**config.mk**
```make
export PLATFORM = sky130hd
export DESIGN_NAME = wb_led_responder
export DESIGN_NICKNAME = d
export VERILOG_FILES = /design/src/rtl/wb_led_responder_pkg.sv /design/src/rtl/wb_led_responder_blink_timer.sv /design/src/rtl/wb_led_responder.sv
export SDC_FILE = /design/constraint.sdc
export NUM_CORES = 1
export LEC_CHECK = 0
export CAP_MARGIN = 10
export CORE_MARGIN = 4
export CORE_UTILIZATION = 53
export DETAILED_ROUTE_END_ITERATION = 7
export GPL_TIMING_DRIVEN = 0
export PLACE_DENSITY_LB_ADDON = 0.12
export SETUP_SLACK_MARGIN = 0.2
export SKIP_CTS_REPAIR_TIMING = 1
export SLEW_MARGIN = 30
export SYNTH_ARGS = -nofsm -noshare
export SYNTH_HDL_FRONTEND = slang
export SYNTH_SLANG_ARGS = --single-unit
```
**constraint.sdc**
```tcl
create_clock -name clk_i -period 5.75 [get_ports clk_i]
set_clock_uncertainty 0.1 [all_clocks]
set_input_delay 1.4375 -clock clk_i [delete_from_list [all_inputs] [get_ports clk_i]]
set_output_delay 1.4375 -clock clk_i [all_outputs]
set_load 0.03 [all_outputs]
```
**src/rtl/wb_led_responder_pkg.sv**
```systemverilog
// bus_defs: shared Wishbone widths, register offsets and CTRL bit positions
package bus_defs;

    localparam int WB_AW = 32;
    localparam int WB_DW = 32;
    localparam int WB_SW = WB_DW / 8;

    localparam logic [7:0] OFF_LED    = 8'h00;
    localparam logic [7:0] OFF_STATUS = 8'h04;
    localparam logic [7:0] OFF_DIV    = 8'h08;
    localparam logic [7:0] OFF_CTRL   = 8'h0C;
    localparam logic [7:0] OFF_ID     = 8'h10;

    localparam int CTRL_BLINK_EN = 0;
    localparam int CTRL_LED_TEST = 1;

    // Replace only the byte lanes whose select bit is set.
    function automatic logic [WB_DW-1:0] byte_merge(
        input logic [WB_DW-1:0] old_v,
        input logic [WB_DW-1:0] new_v,
        input logic [WB_SW-1:0] sel
    );
        logic [WB_DW-1:0] r;
        r = old_v;
        for (int i = 0; i < WB_SW; i++)
            r[8*i +: 8] = sel[i] ? new_v[8*i +: 8] : old_v[8*i +: 8];
        return r;
    endfunction

endpackage

```
**src/rtl/wb_led_responder_blink_timer.sv**
```systemverilog
// blink_timer: half-period counter that toggles the heartbeat output
module blink_timer
    import bus_defs::*;
(
    input  logic             clk_i,
    input  logic             rst_i,
    input  logic             en,
    input  logic [WB_DW-1:0] div,
    input  logic             clr,
    output logic             blinker
);

    logic [WB_DW-1:0] r_cnt;
    logic             r_blink;

    // Disabled or zero divider parks everything; a clear restarts the half-period
    // but keeps the level; >= guards against any count beyond a shrunken divider.
    always_ff @(posedge clk_i or negedge rst_i) begin
        if (!rst_i) begin
            r_cnt   <= '0;
            r_blink <= 1'b0;
        end else if (!en || div == '0) begin
            r_cnt   <= '0;
            r_blink <= 1'b0;
        end else if (clr) begin
            r_cnt   <= '0;
        end else if (r_cnt >= div - 32'd1) begin
            r_cnt   <= '0;
            r_blink <= ~r_blink;
        end else begin
            r_cnt   <= r_cnt + 32'd1;
        end
    end

    assign blinker = r_blink;

endmodule

```
**src/rtl/wb_led_responder.sv**
```systemverilog
// wb_led_responder: Wishbone classic slave owning the LED bank, status LEDs and blinker
module wb_led_responder
    import bus_defs::*;
#(
    parameter logic [WB_AW-1:0] BASE_ADDR   = 32'h0000_3000,
    parameter logic [WB_DW-1:0] DEFAULT_DIV = 32'd25_000_000,
    parameter logic [WB_DW-1:0] ID_VALUE    = 32'h4C45_4401
) (
    input  logic             clk_i,
    input  logic             rst_i,
    input  logic [WB_AW-1:0] addr_i,
    input  logic [WB_DW-1:0] dat_i,
    output logic [WB_DW-1:0] dat_o,
    input  logic             we_i,
    input  logic [WB_SW-1:0] sel_i,
    input  logic             cyc_i,
    input  logic             stb_i,
    output logic             ack_o,
    output logic             err_o,
    output logic             rty_o,
    output logic [9:0]       led_port,
    output logic [5:0]       status_led,
    output logic             blinker
);

    logic [9:0]       r_led;
    logic [5:0]       r_status;
    logic [WB_DW-1:0] r_div;
    logic [1:0]       r_ctrl;
    logic             r_ack;
    logic             r_err;
    logic [WB_DW-1:0] r_dat;

    logic [7:0]       w_off;
    logic             w_sel;
    logic             w_start;
    logic             w_legal;
    logic             w_wr;
    logic             w_clr;
    logic [WB_DW-1:0] w_rdata;
    logic [WB_DW-1:0] w_wdata;

    assign w_off   = addr_i[7:0];
    assign w_sel   = cyc_i & stb_i & (addr_i[WB_AW-1:8] == BASE_ADDR[WB_AW-1:8]);
    assign w_start = w_sel & ~r_ack & ~r_err;
    assign w_wr    = w_start & w_legal & we_i;
    assign w_clr   = w_wr & ((w_off == OFF_DIV) | (w_off == OFF_CTRL));

    // Address decode: legal offsets, read mux and lane-merged write value.
    // Misaligned offsets never match the table, so they fall into err.
    always_comb begin
        w_legal = (w_off == OFF_LED) | (w_off == OFF_STATUS) | (w_off == OFF_DIV) |
                  (w_off == OFF_CTRL) | ((w_off == OFF_ID) & ~we_i);
        w_rdata = (w_off == OFF_LED)    ? {22'd0, r_led}    :
                  (w_off == OFF_STATUS) ? {26'd0, r_status} :
                  (w_off == OFF_DIV)    ? r_div             :
                  (w_off == OFF_CTRL)   ? {30'd0, r_ctrl}   :
                  (w_off == OFF_ID)     ? ID_VALUE          : '0;
        w_wdata = byte_merge(w_rdata, dat_i, sel_i);
    end

    // One-cycle termination; dat_o is nonzero only on a read ack so the
    // top-level OR mux with other slaves stays clean.
    always_ff @(posedge clk_i or negedge rst_i) begin
        if (!rst_i) begin
            r_ack <= 1'b0;
            r_err <= 1'b0;
            r_dat <= '0;
        end else begin
            r_ack <= w_start & w_legal;
            r_err <= w_start & ~w_legal;
            r_dat <= (w_start & w_legal & ~we_i) ? w_rdata : '0;
        end
    end

    // Register writes commit on the same edge that raises ack_o.
    always_ff @(posedge clk_i or negedge rst_i) begin
        if (!rst_i) begin
            r_led    <= '0;
            r_status <= '0;
            r_div    <= DEFAULT_DIV;
            r_ctrl   <= 2'b01;
        end else if (w_wr) begin
            if (w_off == OFF_LED)    r_led    <= w_wdata[9:0];
            if (w_off == OFF_STATUS) r_status <= w_wdata[5:0];
            if (w_off == OFF_DIV)    r_div    <= w_wdata;
            if (w_off == OFF_CTRL)   r_ctrl   <= w_wdata[1:0];
        end
    end

    blink_timer u_blink (
        .clk_i   (clk_i),
        .rst_i   (rst_i),
        .en      (r_ctrl[CTRL_BLINK_EN]),
        .div     (r_div),
        .clr     (w_clr),
        .blinker (blinker)
    );

    assign led_port   = r_ctrl[CTRL_LED_TEST] ? 10'h3FF : r_led;
    assign status_led = r_status;
    assign ack_o      = r_ack;
    assign err_o      = r_err;
    assign dat_o      = r_dat;
    assign rty_o      = 1'b0;

endmodule

```
# Word-level counts from Yosys, hierarchy flattened
# Cells that the tools add are included.
# Widths: inputs -> output; s select.
# totals
word_cells	65
out_inout_bits	52
register_bits	117
in_bits	73
# op_classes
n_eq_ne	6
n_addsub	2
n_mux	17
reduce_logical	10
magnitude_cmp	1
n_bitwise	20
# ops
cell	n
$mux 32	7
$mux 31	2
$add 32x1->32 const B	1
$ge 32x32->1	1
$logic_not 32->1	1
$mux 8	4
$sub 32x1->32 const B	1
$eq 24x6->1 const B	1
$eq 8x4->1 const B	2
$and 1x1->1	10
$mux 10	1
$reduce_and 2->1	5
$eq 8x3->1 const B	1
$eq 8x5->1 const B	1
$logic_not 8->1	1
$not 1->1	5
$or 1x1->1	5
$mux 1	3
$ne 2x2->1 const B	1
$reduce_bool 2->1	1
$logic_not 1->1	1
$logic_or 1x1->1	1

# Longest topological paths before layout
# Gate-level depths: netlist of the first run.
# depth
depth_word	10
mapped_depth	15
mapped_depth_nobuf	13

# Hierarchy
# From an unflattened synthesis of the first run, not the netlist that was laid out.
# hier_totals
hier_cells	596
hier_area_um2	6393.6
# modules_own_cells
mod	seq_area_each_um2	area_each_um2	cells_each	n_inst
wb_led_responder	2118.3	3533.4	272	1
blink_timer	825.8	2860.2	324	1

# Least setup slack after synthesis of the first run
# No wires, ideal clock.
# synth_timing
path_type	register to register
start	register r_div[9]
end	register u_blink.r_cnt[10]
synth_period_minus_slack_ns	3.988
n_path_buf	2
setup_slack_ns	1.762
t_arrival_ns	3.754
setup_ns	0.134
stages_incl_launch_ff	14
required_ns	5.516
cell_sequence	dfrtp_1 -> or3_1 -> or3_1 -> clkbuf_1 -> nor3b_2 -> nand2_1 -> or4_1 -> xor2_1 -> ha_1 -> nand4_1 -> or4_1 -> o21ai_1 -> clkbuf_1 -> nor3_1
# synth_between
elab_chain_len	5
elab_cells_between_ends	7
classes_between	add/sub (1); order compare (1); mux (3); reduce/logical (2)
# synth_rtl
element	line	source
start: declaration	wb_led_responder.sv:28	logic [WB_DW-1:0] r_div;
start signal: assignment	wb_led_responder.sv:86	if (w_off == OFF_DIV) r_div <= w_wdata;
$sub 32x1->32	wb_led_responder_blink_timer.sv:27	end else if (r_cnt >= div - 32'd1) begin
$ge 32x32->1	wb_led_responder_blink_timer.sv:27	
$mux 32	wb_led_responder_blink_timer.sv:27	
$mux 32	wb_led_responder_blink_timer.sv:25	end else if (clr) begin
$mux 32 (*)	wb_led_responder_blink_timer.sv:22	end else if (!en || div == '0) begin
end signal: assignment	wb_led_responder_blink_timer.sv:31	r_cnt <= r_cnt + 32'd1;
end: declaration	wb_led_responder_blink_timer.sv:13	logic [WB_DW-1:0] r_cnt;
# Every way passes the cells marked *; elsewhere a longest branch is shown, timed or not.
# A chain may end at the register's enable or synchronous reset.

# Worst setup path in the final report of the first run
# layout_timing
start	register r_div[15]
end	register u_blink.r_cnt[28]
# The elaborated chain is that of the path after synthesis.

==> results.ini, run 1 <==
[status]
status = complete, no violations

[final_layout]
drive_gt1_frac = 0.1208
fill_cells = 909
finish.instance_area_um2 = 8509
area_delta_synth_final_pct = 31.32
finalNetCount = 923
diodes = 0

[run]
drv_cap = 0

[timing]
hold_ws_ns = 0.3935
min_period_over_period = 0.8379
fin_ws_ns = 0.9319
slew_headroom = 0.3939
max_freq_ghz = 0.2075
rsz0062_at_grt = no
setup_violations = 0
hold_violations = 0
tns_ns = 0
period_needed_ns = 4.818
drv_slew = 0
worst_slew_pin_slew_ns = 0.9008

[power_and_ir_drop]
p_int_mw = 1.572
switchingPower_mw = 0.4331
power_frac_comb = 0.046
clock_power_share = 0.542
power_per_cell_area_nw_per_um2 = 235.6
leakage_nw = 3.728
power_frac_seq = 0.411
total_power_mw = 2.005
ir_drop_mv = 0.2288
switching_share = 0.2160

[floorplan]
chipWidth_um = 118.6
core_um2 = 12010
die_height_um = 118.6
io_pins = 125
die-area_um2 = 14060
rows = 40
start_util = 0.5395

[drt]
drt-total-wl_um = 17140
wire_per_inst_um = 17.58
dr.first_iter.drc_count = 357
drc = 0
num_vias = 5540
drt_pass1_iterations = 4
vias_per_cell = 5.682
antenna_left = 0

[yosys]
syn_nets = 784
synth-edff-count = 0
yosysSeqAreaShare = 0.4543
synth-async-reset-ratio = 1.000
ys_seq_elements = 117
syn_area_um2 = 6480
synthCells = 676
yosysUniqueCellTypes = 51
synth_warnings = 0
yosys_most_used_dff = dfrtp_1
syn_avg_cell_area_um2 = 9.586

[cts]
cts_tree = done
cts.path.max_buffers = 2
htree_levels = 4
clk_pin_slew_ns = 0.06
cts_root_buffer = clkbuf_16
clock_sinks = 117
insertion_delay_ns = 0.41
cts_inserted_buffers = 17

[worst_hold_path]
hold_class = reg2reg

[placement]
gp_congestion = 0.8528
pre_cts_ws_ns = 1.070
port_buffers = 119
place_area_um2 = 7894
hpwl_um = 13110

[setup_path]
critical_path_class = reg2reg
crit_path_start_kind = flip-flop
endpoint_kind = flip-flop
path_max_fanout = 10
required_ns = 5.91
cp_data_arrival_time_ns = 4.98

[global_route]
grt_pass1_wl_um = 28550
grt-ovfl-total = 0
grt_pass1_vias = 5771
grt_start_max_net_pins = 72
grtUsageTotal = 0.2551
antenna_found_initial = 0

## power by group through the flow
stage	registers [mW]	clock network [mW]	logic, mW
global placement	0.839	0	0.0889
finish	0.824	1.09	0.0929
global route	0.824	1.15	0.102
detailed placement	0.838	0	0.0937
floorplan	0.839	0	0.0204
CTS	0.824	1.10	0.0940
## synthesized netlist by cell type, types with 13 or more instances
cell type	n	area share
and2_1	19	0.018
nand3_1	20	0.015
nor3_1	51	0.039
nor4_1	16	0.015
nor2_1	53	0.031
o21ai_0	37	0.029
dfrtp_1	104	0.40
ha_1	35	0.068
xor2_1	14	0.019
mux2_2	23	0.040
clkbuf_1	22	0.013
dfstp_2	13	0.053
nand2_1	67	0.039
nand4_1	19	0.018
a21oi_1	30	0.023
xnor2_1	45	0.061
## per-layer routing
metal	part of all wire	up-vias	GRT usage
met4	0.028	0	0.09631
met1	0.42	2669	0.3197
met3	0.057	36	0.06890
met5	0	-	0
li1	-	2659	-
met2	0.50	176	0.4224
## area by class of cell
type	count	area [µm²]	area share
clock inverter	14	176.4	0.02073
timing repair buffer	120	1224	0.1438
buffer	30	125.1	0.01470
sequential	117	2944	0.3460
clock buffer	18	439.2	0.05161
inverter	12	45.04	0.005293
multi-input combinational	517	3372	0.3963
tap	147	183.9	0.02161
## path summary, 6_finish.rpt
| path | from | end | slack [ns] | cells after the start |
|---|---|---|---|---|
| setup / recovery | r_div[15] | u_blink.r_cnt[28] | 0.93 | 12 |
| max in group asynchronous | rst_i | r_div[6] | 4.05 | 2 |
| min in group asynchronous | rst_i | u_blink.r_cnt[26] | 0.82 | 1 |
| hold reg to reg | r_led[0] | r_led[0] | 0.39 | 2 |
| hold / removal | r_led[0] | r_led[0] | 0.39 | 2 |
| setup reg to reg | r_div[15] | u_blink.r_cnt[28] | 0.93 | 12 |
## cells in the final DEF, fill, tap and decap left out, types with 23 or more instances in the layout
cell,n
nand2_1,67
nor3_1,51
a21oi_1,30
o21ai_0,37
ha_1,35
xnor2_1,45
dfrtp_1,104
clkdlybuf4s50_1,118
nor2_1,53
mux2_2,23
## sequential cells by signal, summed over array words and instances, names as in the netlist
| name | count |
|---|---|
| r_ctrl | 2 |
| status_led | 6 |
| r_led | 10 |
| r_div | 32 |
| err_o | 1 |
| ack_o | 1 |
| u_blink.blinker | 1 |
| u_blink.r_cnt | 32 |
| dat_o | 32 |
## cell families after synthesis
| kind of cell | share of synthesized area |
|---|---|
| xor+xnor | 0.07975 |
| flops | 0.4543 |
| mux | 0.05117 |
| buf+inv | 0.02626 |
| compound gates | 0.07994 |
| simple gates | 0.2404 |
| fa+ha+maj | 0.06758 |
| other cells | 0.0005787 |
## critical path, cell delays in order, from the launching register on
cell      delay (ns)
dfrtp_1         0.49
or4_1           0.58
nor4_1          0.30
nor3b_2         0.39
nand3_1         0.23
nor4_1          0.35
xnor2_1         0.13
ha_1            0.32
nand4_1         0.16
or4_1           0.62
o21ai_1         0.38
clkbuf_1        0.50
nor3_1          0.12
## stage by stage
| step | cells | utilization |
|---|---|---|
| detailed placement | 943 | 0.6572 |
| finish | 975 | 0.7084 |
| floorplan | 676 | - |
| global route | 975 | 0.7084 |
| global placement | 942 | 0.6540 |
| CTS | 975 | 0.7084 |
(Power assumes the default switching activity.)
==> run 2, diff against run 1 <==
- clock period: 5.75 -> 4.6 ns (I/O delays scaled with it)
==> run 2 against run 1 <==
Effect of this change: hold slack lost 0.0022 ns; design area increased by 0.79%; sequential share of layout area is 0.27 points lower; die area stayed put; final cell count unchanged; non-clock buffer count stayed put; utilization grew 0.56 points; critical path depth did not move; first-iteration DRC count up 11%; register-to-register slack worse by 0.59 ns; global-route usage stayed put; critical endpoint is now u_blink.blinker; highest routed layer unchanged.
==> results.ini, run 2 (same netlist as run 1, synthesis figures left out) <==
[drt]
drc = 0  ; unchanged
antenna_left = 0  ; unchanged
drt-total-wl_um = 17330  ; +1.1%
num_vias = 5599  ; +1.1%
dr.first_iter.drc_count = 397  ; +11%
vias_per_cell = 5.743  ; +1.1%
drt_pass1_iterations = 5  ; +1
wire_per_inst_um = 17.77  ; +1.1%

[final_layout]
finalNetCount = 923  ; unchanged
layout_commonest_cell = clkdlybuf4s50_1
area_delta_synth_final_pct = 32.36
layout_common_cells = clkdlybuf4s50_1, dfrtp_1, nand2_1
finalNonFillerCells = 975  ; unchanged
drive_gt1_frac = 0.1365  ; +0.01570
diodes = 0  ; unchanged
fin_util = 0.7141  ; +0.005625

[setup_path]
path_max_fanout = 7  ; -3
required_ns = 4.84  ; -1.07 ns
reg2reg_slack_ns = 0.34  ; -0.59 ns
cp_data_arrival_time_ns = 4.50  ; -0.48 ns
reg2reg_from = r_div[15]
slowest_stage = or4_1
path_common_cell = or4_1
crit_path_start_kind = flip-flop
r2r-end = u_blink.blinker
endpoint_kind = flip-flop
crit_chain = or4_1 -> nor4_1 -> nor3b_4 -> nand2_2 -> or4_1 -> xor2_1 -> ha_1 -> nand4_1 -> or4_4 -> or2_2 -> o22ai_2 -> mux2i_1
crit_buf_inv = 0  ; -1
critical_path_class = reg2reg
r2r_cells = 12  ; unchanged
crit_family = simple AND/OR/NAND/NOR gates
slowest_delay_ns = 0.57  ; -0.05 ns

[power_and_ir_drop]
power_per_cell_area_nw_per_um2 = 292.6  ; +24%
ir_drop_mv = 0.2856  ; +25%
leakage_nw = 3.765  ; +0.98%

[timing]
hold_violations = 0  ; unchanged
max_freq_ghz = 0.2347  ; +13%
min_period_over_period = 0.9262  ; +0.08823
setup_violations = 0  ; unchanged
drv_slew = 0  ; unchanged
worst_slew_pin_slew_ns = 1.137  ; +0.2367 ns
rsz0062_at_grt = no
period_needed_ns = 4.260  ; -0.5577 ns
slew_headroom = 0.2347  ; -0.1592

[global_route]
grt_pass1_wl_um = 28550  ; unchanged
grtUsageTotal = 0.2551  ; unchanged
grt_pass1_vias = 5771  ; unchanged
grt_start_max_net_pins = 72  ; unchanged
antenna_found_initial = 0  ; unchanged
grt-ovfl-total = 0  ; unchanged

[cts]
cts_tree = done
htree_levels = 4  ; unchanged
clk_pin_slew_ns = 0.06  ; about the same
insertion_delay_ns = 0.41  ; about the same
cts_root_buffer = clkbuf_16
cts.path.max_buffers = 2  ; unchanged
cts_inserted_buffers = 17  ; unchanged
clock_sinks = 117  ; unchanged

[run]
drv_cap = 0  ; unchanged

[floorplan]
io_pins = 125  ; unchanged
core_um2 = 12010  ; unchanged
rows = 40  ; unchanged
chipWidth_um = 118.6  ; unchanged
die_height_um = 118.6  ; unchanged
start_util = 0.5395  ; unchanged
die-area_um2 = 14060  ; unchanged

[placement]
gp_congestion = 0.8528  ; unchanged
dp.cells = 943  ; unchanged
hpwl_um = 13110  ; unchanged
port_buffers = 119  ; unchanged

[worst_hold_path]
hold_class = reg2reg
hold_end = r_led[0]
hp-start = r_led[0]
min_path_cells = 2  ; unchanged

[status]
status = complete, no violations

## run 2: changes by cell type in the layout (fill, tap and decap cells not counted), moves of 2 or more
cell | before | now
nor3_1 | 51 | 49
nor3_2 | 0 | 2
nor4_2 | 1 | 3
nor4_1 | 15 | 13
clkbuf_1 | 22 | 18
## run 2: worst max-delay path by stage
| stage | depth (start not counted) | slack, ns | endpoint | start |
|---|---|---|---|---|
| global placement | 1 | -2.04 | dat_o[2] | rst_i |
| floorplan | 13 | 0.61 | u_blink.r_cnt[10] | r_div[9] |
| global route | 15 | 0.21 | u_blink.r_cnt[17] | r_div[9] |
| detailed placement | 13 | -0.08 | u_blink.r_cnt[28] | r_div[9] |
| finish | 12 | 0.34 | u_blink.blinker | r_div[15] |
| CTS | 13 | -0.14 | u_blink.r_cnt[28] | r_div[10] |
## run 2: worst min-delay path: cells and delay by family (launching register included)
kind	cells	cell delay, ns
DFF	1	0.35
AOI/OAI and AO/OA	1	0.06
and+or+nand+nor	1	0.05
## run 2: metrics by stage
step	setup WS [ns]	total power [mW]	hold WS [ns]	setup TNS (ns)	area, µm²
5_1_grt	0.2136	2.593	0.4379	0	8577
2_1_floorplan	0.6115	1.074	0.3548	0	6480
4_1_cts	-0.1418	2.528	0.3951	-1.961	8509
3_5_place_dp	-0.07998	1.165	0.3880	-0.4738	7894
3_3_place_gp	-2.041	1.160	0.3773	-219.56	7855
6_report	0.3396	2.510	0.3912	0	8577
## run 2: cell type report
type	instances	area [µm²]
clock inverter	14	176.4
sequential	117	2944
buffer	30	135.1
tap	147	183.9
timing repair buffer	120	1224
fill	906	3435
inverter	12	45.04
multi-input combinational	517	3430
clock buffer	18	439.2
## run 2: report_power, final
part	leakage (nW)	internal, mW	switching, mW	total (mW)
clock network	0.297	0.870	0.493	1.36
registers	1.57	1.03	0.000000000223	1.03
logic	1.90	0.0638	0.0524	0.116
## run 2: routing by layer
| layer | share of wire | vias to the layer above | track usage |
|---|---|---|---|
| li1 | - | 2658 | - |
| met1 | 0.41 | 2710 | 0.3197 |
| met2 | 0.49 | 193 | 0.4224 |
| met3 | 0.060 | 38 | 0.06890 |
| met4 | 0.031 | 0 | 0.09631 |
| met5 | 0 | - | 0 |
